File: src/rtl/bic_pkg.sv
// Shared types and helpers for the bic serial receive/transmit path.
// The PARITY state exists only when BIC_PARITY_EN is defined.
package bic_pkg;

    localparam int BIC_DATA_BITS     = 8;
    localparam int BIC_OVERSAMPLE    = 16;
    localparam int BIC_MAX_DATA_BITS = 9;

    typedef enum logic [2:0] {
        S_IDLE,
        S_START,
        S_DATA,
`ifdef BIC_PARITY_EN
        S_PARITY,
`endif
        S_STOP,
        S_WAIT_HIGH
    } bic_state_t;

    // Expected parity bit for a zero-extended character: even parity is the XOR of the data.
    function automatic logic bic_parity(input logic [BIC_MAX_DATA_BITS-1:0] data, input logic odd);
        return (^data) ^ odd;
    endfunction

endpackage

File: src/rtl/bic_sync2.sv
// Two-flop synchroniser for an asynchronous line that idles high; reset loads 1.
module bic_sync2 (
    input  logic i_clk,
    input  logic i_rst_n,
    input  logic i_d,
    output logic o_q
);

    logic r_meta;
    logic r_sync;

    // NOTE: non-blocking assignments make r_meta and r_sync two real flops in series.
    always_ff @(posedge i_clk) begin
        if (!i_rst_n) begin
            r_meta <= 1'b1;
            r_sync <= 1'b1;
        end else begin
            r_meta <= i_d;
            r_sync <= r_meta;
        end
    end

    assign o_q = r_sync;

endmodule

File: src/rtl/bic_sr_receiver.sv
// Oversampled serial character receiver: start-bit glitch rejection, mid-bit sampling,
// framing-error reporting. Define BIC_PARITY_EN to add a parity bit and parityErr.
module bic_sr_receiver
    import bic_pkg::*;
#(
    parameter int DATA_BITS  = BIC_DATA_BITS,
    parameter int OVERSAMPLE = BIC_OVERSAMPLE,
    parameter int PARITY_ODD = 0
) (
    input  logic                 srClock,
    input  logic                 rst,
    input  logic                 recEn,
    input  logic                 serialIn,
    output logic [DATA_BITS-1:0] dataOut,
    output logic                 charRec,
    output logic                 frameErr,
    output logic                 parityErr,
    output logic                 busy
);

    localparam int CW = $clog2(OVERSAMPLE);
    localparam int BW = $clog2(DATA_BITS + 1);
    localparam logic [CW-1:0] CNT_HALF_LAST = CW'(OVERSAMPLE / 2 - 1);
    localparam logic [CW-1:0] CNT_BIT_LAST  = CW'(OVERSAMPLE - 1);
    localparam logic [BW-1:0] IDX_LAST      = BW'(DATA_BITS - 1);

    generate
        if (DATA_BITS < 5 || DATA_BITS > BIC_MAX_DATA_BITS || OVERSAMPLE < 4 ||
            (OVERSAMPLE % 2) != 0 || (PARITY_ODD != 0 && PARITY_ODD != 1)) begin : g_bad_params
            $error("bic_sr_receiver: unsupported DATA_BITS/OVERSAMPLE/PARITY_ODD");
        end
    endgenerate

    logic                 w_line_s;
    bic_state_t           r_state;
    logic [CW-1:0]        r_cnt;
    logic [BW-1:0]        r_bit;
    logic [DATA_BITS-1:0] r_shift;
    logic [DATA_BITS-1:0] r_data;
    logic                 r_char_rec;
    logic                 r_frame_err;
    logic                 r_parity_err;
    logic                 r_par_bad;

    bic_sync2 u_sync (
        .i_clk   (srClock),
        .i_rst_n (rst),
        .i_d     (serialIn),
        .o_q     (w_line_s)
    );

`ifdef BIC_PARITY_EN
    logic [BIC_MAX_DATA_BITS-1:0] w_par_data;

    // NOTE: default-assign every always_comb output first so no path can infer a latch.
    always_comb begin
        w_par_data                  = '0;
        w_par_data[DATA_BITS-1:0]   = r_shift;
    end
`endif

    // NOTE: r_shift is left out of reset; it is fully rewritten before dataOut ever loads it.
    always_ff @(posedge srClock) begin
        if (!rst) begin
            r_state      <= S_IDLE;
            r_cnt        <= '0;
            r_bit        <= '0;
            r_data       <= '0;
            r_char_rec   <= 1'b0;
            r_frame_err  <= 1'b0;
            r_parity_err <= 1'b0;
            r_par_bad    <= 1'b0;
        end else begin
            r_char_rec   <= 1'b0;
            r_frame_err  <= 1'b0;
            r_parity_err <= 1'b0;
            if (r_state != S_IDLE && !recEn) begin
                r_state <= S_IDLE;
            end else begin
                case (r_state)
                    S_IDLE: begin
                        if (recEn && !w_line_s) begin
                            r_state <= S_START;
                            r_cnt   <= '0;
                        end
                    end
                    S_START: begin
                        if (r_cnt == CNT_HALF_LAST) begin
                            if (!w_line_s) begin
                                r_state <= S_DATA;
                                r_cnt   <= '0;
                                r_bit   <= '0;
                            end else begin
                                r_state <= S_IDLE;
                            end
                        end else begin
                            r_cnt <= r_cnt + 1'b1;
                        end
                    end
                    S_DATA: begin
                        if (r_cnt == CNT_BIT_LAST) begin
                            r_cnt   <= '0;
                            r_shift <= {w_line_s, r_shift[DATA_BITS-1:1]};
                            r_par_bad <= 1'b0;
                            if (r_bit == IDX_LAST) begin
`ifdef BIC_PARITY_EN
                                r_state <= S_PARITY;
`else
                                r_state <= S_STOP;
`endif
                            end else begin
                                r_bit <= r_bit + 1'b1;
                            end
                        end else begin
                            r_cnt <= r_cnt + 1'b1;
                        end
                    end
`ifdef BIC_PARITY_EN
                    S_PARITY: begin
                        if (r_cnt == CNT_BIT_LAST) begin
                            r_cnt     <= '0;
                            r_par_bad <= (w_line_s != bic_parity(w_par_data, PARITY_ODD != 0));
                            r_state   <= S_STOP;
                        end else begin
                            r_cnt <= r_cnt + 1'b1;
                        end
                    end
`endif
                    S_STOP: begin
                        if (r_cnt == CNT_BIT_LAST) begin
                            r_cnt  <= '0;
                            r_data <= r_shift;
                            if (w_line_s) begin
                                r_state      <= S_IDLE;
                                r_char_rec   <= !r_par_bad;
                                r_parity_err <= r_par_bad;
                            end else begin
                                r_state     <= S_WAIT_HIGH;
                                r_frame_err <= 1'b1;
                            end
                        end else begin
                            r_cnt <= r_cnt + 1'b1;
                        end
                    end
                    S_WAIT_HIGH: begin
                        if (w_line_s) begin
                            r_state <= S_IDLE;
                        end
                    end
                    default: r_state <= S_IDLE;
                endcase
            end
        end
    end

    assign dataOut  = r_data;
    assign charRec  = r_char_rec;
    assign frameErr = r_frame_err;
    assign busy     = (r_state != S_IDLE);
`ifdef BIC_PARITY_EN
    assign parityErr = r_parity_err;
`else
    assign parityErr = 1'b0;
`endif

endmodule

File: config.mk
export PLATFORM = sky130hd
export DESIGN_NAME = bic_sr_receiver
export DESIGN_NICKNAME = d
export VERILOG_FILES = /design/src/rtl/bic_pkg.sv /design/src/rtl/bic_sync2.sv /design/src/rtl/bic_sr_receiver.sv
export SDC_FILE = /design/constraint.sdc
export NUM_CORES = 1
export LEC_CHECK = 0
export CORE_ASPECT_RATIO = 0.7
export CORE_UTILIZATION = 58
export DETAILED_ROUTE_END_ITERATION = 8
export PLACE_DENSITY = 0.8
export SLEW_MARGIN = 0
export SYNTH_ARGS = -nofsm -noshare
export SYNTH_HDL_FRONTEND = slang
export SYNTH_SLANG_ARGS = --single-unit
File: constraint.sdc
create_clock -name srClock -period 4.01 [get_ports srClock]
set_clock_uncertainty 0.15 [all_clocks]
set_input_delay 1.203 -clock srClock [delete_from_list [all_inputs] [get_ports srClock]]
set_output_delay 1.203 -clock srClock [all_outputs]
set_load 0.01 [all_outputs]
==> flow_summary_export.csv, run 1 <==
group,metric,value,unit
status,status,"complete, no violations",
logic_synthesis,synth_flop_cell,"dfxtp_1",
global_route,grt_pass1_wl,4110,um
logic_synthesis,synth_top_area_cell,"dfxtp_1",
floorplanning,fp-row-count,14,
logic_synthesis,muxShareOfSynthArea,0,
logic_synthesis,netlist_area,1400,um^2
logic_synthesis,synth_edf_count,8,
timing,min_period_over_period,0.763,
timing,max_freq,0.327,GHz
timing,grt_setup_unrepaired,"false",
floorplanning,die_w,60.8,um
critical_path,arrival,1.71,ns
logic_synthesis,synth_cell_types,45,
cts,cts_hold_buf,0,
placed_design,place_ws,0.730,ns
timing,finalCriticalPeriod,3.06,ns
timing,tightest_slew,0.628,ns
layout,area_growth,12.5,%
floorplanning,dieArea,2620,um^2
logic_synthesis,synth_compound_area_frac,0.165,
logic_synthesis,synth_nets,144,
floorplanning,die_h,43.1,um
route,firstDrtPassIters,4,
cts,clock_sinks,31,
critical_path,required,2.66,ns
critical_path,critPathKind,"reg -> out",
cts,cts_setup_buffers,0,
layout,nNetsFinal,157,
hold_path,holdCritPathClass,"reg -> reg",
cts,clk_pin_slew,0.10,ns
logic_synthesis,yosysSeqAreaShare,0.500,
layout,drive_above_1_share,0.0987,
critical_path,cp_cell_sequence,"nor3_1 > inv_1 > clkdlybuf4s50_1",
critical_path,critPathMaxStageDelay,0.49,ns
cts,cts_resized,0,
timing,maxSlewHeadroom,0.579,
logic_synthesis,yosys.area_share.simple,0.247,
route,drt_iter0_markers,69,
logic_synthesis,synth_fa_ha_area_frac,0.0179,
global_route,grt_overflow,0,
critical_path,critPathBufInv,2,
route,wirelength,2500,um
cts,clk_path_buf_depth,2,
cts,ctsRootBufferMaster,"clkbuf_4",
critical_path,cp_max_fo,10,
timing,finalHoldViolCount,0,
logic_synthesis,netlist.area_leader.share,0.329,
route,vias,1063,
critical_path,reg2reg_from,"r_cnt[0]",
floorplanning,initial_utilization,0.635,
cts,cts_tree,"built",
cts,h-tree-depth,2,
logic_synthesis,synthCells,138,
logic_synthesis,yosys-top-cells-area,"dfxtp_1, edfxtp_1, nand2_1",
placed_design,gp_congestion,0.850,
logic_synthesis,synth_top_family_by_area,"simple AND/OR/NAND/NOR gates",
flow_run,drv_cap,0,
hold_path,min_from,"u_sync.r_meta",
logic_synthesis,ys_async_sr_fraction,0,
layout,n_fill_cell,184,
critical_path,cp_top_family,"buffers and inverters",
power,p_total,0.513,mW
placed_design,dp_hpwl,1670,um
power,peakVddDrop,0.290,mV
global_route,grt_pass1_vias,933,
global_route,groute.usage.overall,0.224,
route,wire_per_inst,13.6,um
power,power_density,325,nW/um^2
timing,slew_viol_final,0,
critical_path,endpoint_kind,"primary output",
critical_path,crit_start,"r_state[0]",
placed_design,numPortBuffers,14,
critical_path,start_kind,"flip-flop",
timing,fin_setup_tns,0,ns
logic_synthesis,avgSynthCellArea,10.2,um^2
timing,final-setup-viol-count,0,
cts,clk_latency,0.33,ns
layout,n_antenna_cell,0,
logic_synthesis,synth-xor-area-share,0.0116,
route,via_per_inst,5.78,
logic_synthesis,ys_warn_count,0,
route,ant_nets,0,
floorplanning,core,2210,um^2
cts,numCtsBuffers,5,
global_route,grt_max_degree,26,
route,remaining_drc_errors,0,
timing,worst_slack,0.951,ns
global_route,antenna_found_initial,0,
floorplanning,io_pins,16,
power,power.leakage,0.554,nW
logic_synthesis,synth_seq_cells,31,
critical_path,critical-path-slowest-cell,"clkdlybuf4s50_1",
timing,whs,0.265,ns
sequential cells by signal, indices dropped and copies added, names as in the netlist:
signal / count
charRec: 1
dataOut: 8
frameErr: 1
r_bit: 4
r_cnt: 4
r_shift: 8
r_state: 3
u_sync.o_q: 1
u_sync.r_meta: 1
cell usage in the layout, fill, tap and decap left out, drive strengths merged, types with 3 or more instances in the layout:
| master | count |
|---|---|
| dfxtp | 23 |
| nand2b | 4 |
| a21boi | 10 |
| nand4 | 3 |
| edfxtp | 8 |
| nand2 | 17 |
| a22o | 4 |
| nand3 | 10 |
| clkbuf | 6 |
| clkdlybuf4s50 | 14 |
| nor2 | 8 |
| nor3 | 3 |
stage by stage:
step                cell area (um^2)  utilization  cells
global route                    1580        0.714    184
global placement                1530        0.692    176
detailed placement              1530        0.692    176
CTS                             1580        0.714    184
finish                          1580        0.714    184
floorplan                       1400            -    138
where the power goes:
group          leakage, nW  switching [mW]  internal [mW]
clock               0.0297           0.105         0.0658
sequential           0.257         0.00148          0.320
combinational        0.267          0.0112        0.00961
cells by family after synthesis:
group / Yosys count
XOR/XNOR: 1
adder cells (fa/ha/maj): 2
AO/OA/AOI/OAI: 29
buffers and inverters: 12
flip-flops: 31
other: 1
AND/OR/NAND/NOR: 62
area by class of cell:
cell class / instances / area, um^2 / area share
Clock buffer: 6 / 41.3 / 0.0262
Clock inverter: 2 / 8.76 / 0.00556
Inverter: 2 / 7.51 / 0.00476
Multi-Input combinational cell: 95 / 623 / 0.395
Sequential cell: 31 / 701 / 0.444
Tap cell: 32 / 40.0 / 0.0254
Timing Repair Buffer: 16 / 155 / 0.0984
worst register-to-register path, cell delays in order (launching register included):
cell and delay [ns]:
dfxtp_1 0.37, ha_1 0.30, and4_1 0.36, nand2_1 0.13
nor2_1 0.51
path summary, 6_finish.rpt:
kind | endpoint | slack [ns] | cells past startpoint
worst max-delay path | busy | 0.95 | 3
worst min-delay path | u_sync.o_q | 0.26 | 1
worst max register to register | r_shift[7] | 1.84 | 4
worst min register to register | u_sync.o_q | 0.26 | 1
synth_stat cells (2+ instances only):
cell / number
dfxtp_1: 23
nand2_1: 17
nand3_1: 10
edfxtp_1: 8
nor2_1: 7
a21boi_0: 6
a22o_1: 4
buf_4: 4
nand2b_1: 4
a21boi_1: 3
nand4_1: 3
nor3_1: 3
a21o_1: 2
a21oi_1: 2
and4b_1: 2
buf_2: 2
buf_6: 2
clkbuf_1: 2
ha_1: 2
inv_1: 2
nand3b_1: 2
nor3b_1: 2
nor4b_1: 2
o21ai_0: 2
o22ai_1: 2
routing by layer:
layer | GRT usage | part of all wire
met1 | 0.316 | 0.50
met2 | 0.305 | 0.42
met3 | 0.0823 | 0.062
met4 | 0.0955 | 0.016
met5 | 0 | 0
Note: power is estimated with default switching activity, not from simulation.
==> inputs of run 2 (changes only) <==
CORE_UTILIZATION = 54   (was 58)
PLACE_DENSITY = 0.75   (was 0.8)
clock period = 2.9 ns   (was 4.01 ns; I/O delays follow)
==> flow_summary_export.csv, run 2 (synthesis gave the netlist of run 1 again) <==
group,metric,value,unit
floorplanning,die_w,62.9,um
layout,area_growth,16.4,%
timing,finalHoldViolCount,0,
floorplanning,dieArea,2810,um^2
layout,nNetsFinal,160,
route,vias,1081,
route,drt_iter0_markers,55,
critical_path,start_kind,"flip-flop",
critical_path,endpoint_kind,"primary output",
global_route,grt_pass1_wl,4500,um
global_route,groute.usage.overall,0.225,
cts,cts_setup_buffers,0,
floorplanning,die_h,44.6,um
cts,h-tree-depth,2,
critical_path,critPathKind,"reg -> out",
timing,min_period_over_period,0.908,
power,peakVddDrop,0.343,mV
timing,finalCriticalPeriod,2.63,ns
floorplanning,fp-row-count,15,
layout,n_antenna_cell,0,
timing,whs,0.268,ns
route,ant_nets,0,
route,wirelength,2700,um
timing,worst_slack,0.267,ns
timing,final-setup-viol-count,0,
cts,numCtsBuffers,5,
global_route,grt_overflow,0,
cts,cts_tree,"built",
layout,mostFrequentLayoutCell,"dfxtp_1",
global_route,grt_max_degree,13,
timing,slew_viol_final,0,
cts,cts_resized,0,
route,remaining_drc_errors,0,
layout,drive_above_1_share,0.110,
timing,fin_setup_tns,0,ns
cts,clk_path_buf_depth,2,
floorplanning,io_pins,16,
cts,clk_latency,0.28,ns
hold_path,holdCritPathClass,"reg -> reg",
floorplanning,initial_utilization,0.570,
route,wire_per_inst,14.3,um
timing,max_freq,0.380,GHz
critical_path,cp_max_fo,12,
critical_path,arrival,1.61,ns
status,status,"complete, no violations",
layout,final_cell_mix,"dfxtp_1, nand2_1, clkdlybuf4s50_1",
cts,clock_sinks,31,
power,power_density,483,nW/um^2
placed_design,numPortBuffers,14,
route,via_per_inst,5.72,
placed_design,dp_hpwl,1920,um
cts,clk_pin_slew,0.06,ns
global_route,antenna_found_initial,0,
flow_run,drv_cap,0,
power,power.leakage,0.579,nW
timing,grt_setup_unrepaired,"false",
route,firstDrtPassIters,4,
cts,cts_hold_buf,0,
cts,ctsRootBufferMaster,"clkbuf_8",
global_route,grt_pass1_vias,977,
placed_design,place_ws,0.425,ns
placed_design,gp_congestion,0.795,
floorplanning,core,2460,um^2
critical_path,required,1.88,ns
## run 2: cell count changes in the layout (fill, tap and decap cells not counted), sizes merged
cell  before  now
buf        2    5
## run 2: layout make-up
type,instances,area (um^2)
multi-input combinational,95,623
fill,201,827
timing repair buffer,19,178
sequential,31,701
clock inverter,2,7.51
clock buffer,6,72.6
inverter,2,7.51
tap,34,42.5
## run 2: worst max-delay path, cell delays in order (launching register included)
cell and delay (ns):
dfxtp_1 0.41, nor3_1 0.36, inv_1 0.07, clkdlybuf4s50_1 0.48
## run 2: power by group
part           leakage [nW]  internal (mW)  switching, mW
registers             0.257          0.443        0.00227
clock network        0.0403          0.163          0.149
logic                 0.282         0.0151         0.0157
## run 2: stage by stage
step / instance area, um^2 / utilization / std cells / power, mW
2_1_floorplan: 1400 / - / 138 / 0.473
3_3_place_gp: 1550 / 0.631 / 181 / 0.485
3_5_place_dp: 1550 / 0.631 / 181 / 0.485
4_1_cts: 1630 / 0.664 / 189 / 0.798
5_1_grt: 1630 / 0.664 / 189 / 0.815
6_report: 1630 / 0.664 / 189 / 0.788
## run 2: final timing paths
check,from,end,slack [ns],depth (start not counted)
worst max-delay path,r_state[2],busy,0.27,3
worst min-delay path,u_sync.r_meta,u_sync.o_q,0.27,1
worst max register to register,r_cnt[0],dataOut[0],0.94,5
worst min register to register,u_sync.r_meta,u_sync.o_q,0.27,1
## run 2: layer usage
layer / global-route usage / wire, um
met1: 0.273 / 1300
met2: 0.340 / 1220
met3: 0.0722 / 108
met4: 0.167 / 74
met5: 0 / 0
